**src/rtl/fetch_buffer.sv**
```systemverilog
// fetch_buffer: in-order {instruction, PC} queue between fetch and decode, emptied in one cycle on redirect.
// Optional same-cycle bypass through an empty buffer is enabled by defining FETCH_BUFFER_BYPASS_EN.
module fetch_buffer #(
    parameter int ADDRESS_WIDTH = 32,
    parameter int DATA_WIDTH    = 32,
    parameter int DEPTH         = 4
) (
    input  logic                       clk,
    input  logic                       rst,
    input  logic                       fetch_valid,
    output logic                       fetch_ready,
    input  logic [DATA_WIDTH-1:0]      fetch_instr,
    input  logic [ADDRESS_WIDTH-1:0]   fetch_pc,
    input  logic                       flush,
    output logic                       dec_valid,
    input  logic                       dec_ready,
    output logic [DATA_WIDTH-1:0]      dec_instr,
    output logic [ADDRESS_WIDTH-1:0]   dec_pc,
    output logic [ADDRESS_WIDTH-1:0]   dec_pc_plus4,
    output logic [$clog2(DEPTH+1)-1:0] count
);

    localparam int PTR_W = $clog2(DEPTH);
    localparam int CNT_W = $clog2(DEPTH + 1);
    localparam logic [CNT_W-1:0]         FULL_COUNT = CNT_W'(DEPTH);
    localparam logic [DATA_WIDTH-1:0]    NOP_INSTR  = DATA_WIDTH'(32'h0000_0013);
    localparam logic [ADDRESS_WIDTH-1:0] PC_STEP    = ADDRESS_WIDTH'(4);

    logic [DATA_WIDTH-1:0]    r_instr_mem [DEPTH];
    logic [ADDRESS_WIDTH-1:0] r_pc_mem    [DEPTH];
    logic [PTR_W-1:0]         r_wr_ptr;
    logic [PTR_W-1:0]         r_rd_ptr;
    logic [CNT_W-1:0]         r_count;

    logic w_empty;
    logic w_full;
    logic w_push;
    logic w_pop;
    logic w_bypass;

    assign w_empty = (r_count == '0);
    assign w_full  = (r_count == FULL_COUNT);

`ifdef FETCH_BUFFER_BYPASS_EN
    // Empty buffer with decode ready: hand the fetch word straight through, never stored.
    assign w_bypass = w_empty & fetch_valid & dec_ready & ~flush;
`else
    assign w_bypass = 1'b0;
`endif

    assign w_push = fetch_valid & ~w_full & ~flush & ~w_bypass;
    assign w_pop  = ~w_empty & dec_ready & ~flush;

    always_ff @(posedge clk or negedge rst) begin
        if (!rst) begin
            r_wr_ptr <= '0;
            r_rd_ptr <= '0;
            r_count  <= '0;
        end else if (flush) begin
            r_wr_ptr <= '0;
            r_rd_ptr <= '0;
            r_count  <= '0;
        end else begin
            if (w_push) begin
                r_wr_ptr <= r_wr_ptr + PTR_W'(1);
            end
            if (w_pop) begin
                r_rd_ptr <= r_rd_ptr + PTR_W'(1);
            end
            if (w_push && !w_pop) begin
                r_count <= r_count + CNT_W'(1);
            end else if (w_pop && !w_push) begin
                r_count <= r_count - CNT_W'(1);
            end
        end
    end

    // Entry storage carries no reset; occupancy alone decides what is valid.
    always_ff @(posedge clk) begin
        if (w_push) begin
            r_instr_mem[r_wr_ptr] <= fetch_instr;
            r_pc_mem[r_wr_ptr]    <= fetch_pc;
        end
    end

    always_comb begin
        dec_valid = 1'b0;
        dec_instr = NOP_INSTR;
        dec_pc    = '0;
        if (!w_empty) begin
            dec_valid = 1'b1;
            dec_instr = r_instr_mem[r_rd_ptr];
            dec_pc    = r_pc_mem[r_rd_ptr];
        end else if (w_bypass) begin
            dec_valid = 1'b1;
            dec_instr = fetch_instr;
            dec_pc    = fetch_pc;
        end
    end

    assign dec_pc_plus4 = dec_pc + PC_STEP;
    assign fetch_ready  = ~w_full;
    assign count        = r_count;

endmodule

```
**config.mk**
```make
export PLATFORM = sky130hd
export DESIGN_NAME = fetch_buffer
export DESIGN_NICKNAME = d
export VERILOG_FILES = /design/src/rtl/fetch_buffer.sv
export SDC_FILE = /design/constraint.sdc
export NUM_CORES = 1
export LEC_CHECK = 0
export ABC_AREA = 1
export CAP_MARGIN = 20
export CORE_ASPECT_RATIO = 2
export CORE_MARGIN = 5
export CORE_UTILIZATION = 55
export DETAILED_ROUTE_END_ITERATION = 7
export PLACE_DENSITY = 0.77
export SLEW_MARGIN = 20
export SYNTH_ARGS = -nofsm -noshare
export SYNTH_HDL_FRONTEND = slang
export SYNTH_SLANG_ARGS = --single-unit
```
**constraint.sdc**
```tcl
create_clock -name clk -period 5.66 [get_ports clk]
set_input_delay 1.415 -clock clk [delete_from_list [all_inputs] [get_ports clk]]
set_output_delay 1.415 -clock clk [all_outputs]
set_load 0.005 [all_outputs]
```
==> summary.txt <==
Outcome
  • Status: finished, final reports clean

Layout
  • Core Util, Final: 67.56%
  • Filler Cells Inserted: 1626
  • Final instance area: 0.01458 sq mm
  • Area growth syn-to-layout: 21.14%
  • Multi-input combinational cell area: 0.003568 sq mm
  • Nets: 1381
  • Flip-flop and latch area: 0.007868 sq mm
  • Layout cells sized above 1: 8.877%

Global routing
  • Global-route wire length before repair: 44.63 mm
  • Total GRT Usage: 23.23%
  • Largest net degree at the start of global routing: 70
  • Initial antenna violation count: 4
  • Vias in the first global route: 8625
  • Remaining Overflow, GRT: 0

Floorplanning
  • Die height: 219.2 microns
  • Io pins: 170
  • Starting Density: 55.77%
  • DIE WIDTH: 114.6 microns
  • Die Area: 0.02512 sq mm
  • Core ar.: 0.02159 sq mm
  • # rows: 76

Power and ir drop
  • Power Dens Cells: 419.2 mW/mm^2
  • VDD IR max: 369.7 uV
  • Total chip power: 0.006113 W
  • Leak Pwr: 5.428 nW

Timing
  • Worst-Margin Slew: 748.8 ps
  • Setup violators final: 0
  • Unrepaired setup endpoints after global routing: no
  • Hold_ws: 646.1 ps
  • Period minus WS final: 5022 ps
  • Max Clock Skew: 10.51 ps
  • Final Max Tran Viols: 0
  • Setup_tns: 0 ps
  • Relative slew slack: 49.96%
  • Post-route clock period utilization: 88.73%
  • Final hold vios: 0
  • Fmax: 0.1991 GHz

Run
  • Max-cap violations: 0

Synthesis
  • Number of synthesized flops with an enable pin: 256
  • Post-synth top cells: 281 x nand2_1, 256 x edfxtp_1, 196 x nor2_1
  • Yosys top cell by area: edfxtp_1
  • Ys Warns: 0
  • Synth top area share: 63.86%
  • Asr flop ratio synth: 2.662%
  • Dominant synthesized flop cell: edfxtp_1
  • FF+latch count, synth: 263
  • Most common cell in the netlist: nand2_1
  • Synth top area cells: edfxtp_1 64%, nand2_1 8.8%, nor2_1 6.1%
  • Avg Cell Area, Syn: 10.45 sq um
  • Sequential share of the synthesized area: 65.32%
  • Synth unique cells: 31
  • Syn_nets: 1227
  • Post-Syn Area: 0.01204 sq mm
  • Mapped Cells: 1152

Clocking
  • Post-CTS Setup Inserts: 0
  • Clk_lat worst skew: 500 ps
  • CTS Hold Bufs: 0
  • Post-cts sizing count: 0
  • Clock sinks: 263
  • Clk buf depth: 3
  • H-Tree Level Count: 1
  • CTS clk-pin slew, worst paths: 70 ps
  • CTS Buf Count: 21
  • CTS tree: yes
  • Root Driver: clkbuf_16

Worst setup path
  • Worst setup SP type: flip-flop
  • Crit Reg-Reg Startpoint: count[0]$_DFFE_PN0P_
  • FF-to-FF path depth: 7
  • CP dominant cell by count: nand2_1
  • Critical path buffers and inverters: 2
  • Worst EP arrival: 3610 ps
  • Crit-path cells: inv_6 > nand2_1 > nand3_1 > nand2_1 > nor2_4 > nand2_1 > nor2_1 > nand2_1 > nor2_1 > nand3_1 > nand2_1 > clkdlybuf4s50_1
  • Crit-path leading delay family: simple AND/OR/NAND/NOR gates
  • CP Max Fanout: 62
  • R2R Path End: r_instr_mem[0][10]$_DFFE_PP_
  • Endpoint class of the critical path: output pin
  • Highest cell delay on the worst timing path: 710 ps
  • Flop-to-flop setup slack: 3060 ps
  • Critical path class: reg -> out
  • Data required, critical path: 4240 ps
  • Critical-path top delay cell: dfrtp_4

Route
  • Vias per inst: 5.364
  • Routed WL per cell: 18.35 microns
  • Number of DRC markers in iteration 0: 444
  • First drt pass iteration count: 5
  • DRC: 0
  • Total Routed Length: 29.25 mm
  • Vias: 8551
  • Routed Antenna Nets: 0

Min path
  • Hold path cells: 2
  • Hold_sp: r_wr_ptr[1]$_DFFE_PN0P_
  • Hold WC Path Type: reg -> reg
  • Hold EP: r_wr_ptr[1]$_DFFE_PN0P_

Place
  • Placed Area: 0.01393 sq mm
  • HPWL after detailed placement: 20.07 mm
  • GPL Wtd Cong: 0.9387
  • Input/output buffers: 169
==> placed cells by master, fill, tap and decap left out, drive strengths merged, types with 2 or more instances in the layout <==
cell type      synthesis  routed
buf                   45      16
nand2                292     292
nand3                 85      85
o21ai                 78      78
dfrtp                  7       7
edfxtp               256     256
nor2                 234     234
inv                   79      79
clkinv                 0       8
bufinv                 0       2
ha                     5       5
clkinvlp               0       2
xor2                  15      15
clkdlybuf4s50          0     169
o22ai                  2       2
a21oi                 33      33
nand4                  6       6
diode                  0       3
clkbuf                 9      23
o311ai                 3       3
==> how the worst max path moves through the flow <==
stage                                  end  slack [ps]               startpoint  cells after the start
3_3_place_gp              dec_pc_plus4[28]        1230  r_rd_ptr[0]$_DFFE_PN0P_                     12
6_report                  dec_pc_plus4[28]         640  r_rd_ptr[0]$_DFFE_PN0P_                     12
4_1_cts                   dec_pc_plus4[23]         620  r_rd_ptr[0]$_DFFE_PN0P_                     10
2_1_floorplan  r_instr_mem[0][0]$_DFFE_PP_         730              fetch_valid                      4
5_1_grt                   dec_pc_plus4[28]         370  r_rd_ptr[0]$_DFFE_PN0P_                     12
3_5_place_dp              dec_pc_plus4[23]        1160  r_rd_ptr[0]$_DFFE_PN0P_                     10
==> area by class of cell <==
| cell class | count | share of cell area (%) |
|---|---|---|
| inverters | 79 | 2.068 |
| clock buffers | 23 | 3.655 |
| diodes | 3 | 0.05148 |
| repair buffers | 185 | 12.68 |
| flip-flops and latches | 263 | 53.95 |
| multi-input cells | 756 | 24.47 |
| clock inverters | 12 | 0.7808 |
| well taps | 273 | 2.342 |
==> registers in the layout, summed over array words and instances, names as in the netlist <==
register     flops
r_instr_mem    128
r_pc_mem       128
count            3
r_rd_ptr         2
r_wr_ptr         2
==> worst min-delay path: stages, from the launching register on <==
cell	delay, ps
dfrtp_1	410
inv_1	110
o21ai_0	90
==> stage by stage <==
stage | std cells | setup WS [ps]
floorplan | 1152 | 729.6
global placement | 1556 | 1228
detailed placement | 1556 | 1161
CTS | 1591 | 623.2
global route | 1594 | 374.2
finish | 1594 | 637.8
==> kinds of logic (layout without fill, tap and decap cells) <==
logic type / count (synthesis) / after routing / synth area share (%)
AOI/OAI and AO/OA: 116 / 116 / 4.937
other: 0 / 3 / 0
buffers and inverters: 133 / 299 / 5.291
DFF: 263 / 263 / 65.32
adders and majority gates: 6 / 6 / 0.6860
xor gates and xnor gates: 15 / 15 / 1.091
and+or+nand+nor: 619 / 619 / 22.68
==> report_power, final <==
group / internal [W] / switching [W] / total [W] / leakage [nW]
clock network: 0.000771 / 0.000616 / 0.00139 / 0.312
logic: 0.00107 / 0.00135 / 0.00241 / 2.71
registers: 0.00225 / 0.0000589 / 0.00231 / 2.41
total: 0.00409 / 0.00202 / 0.00611 / 5.43
==> per-layer routing <==
metal  share of wire [%]  wire [microns]  global-route usage (%)  vias up
met5               0.058              17                       0        -
met2                  55           16050                   44.71      322
li1                    -               -                       -     4152
met1                  33            9709                   22.82     3998
met4                 5.6            1629                   13.04        2
met3                 6.3            1845                   3.504       77
No activity file was read; power rests on OpenSTA's default activity.
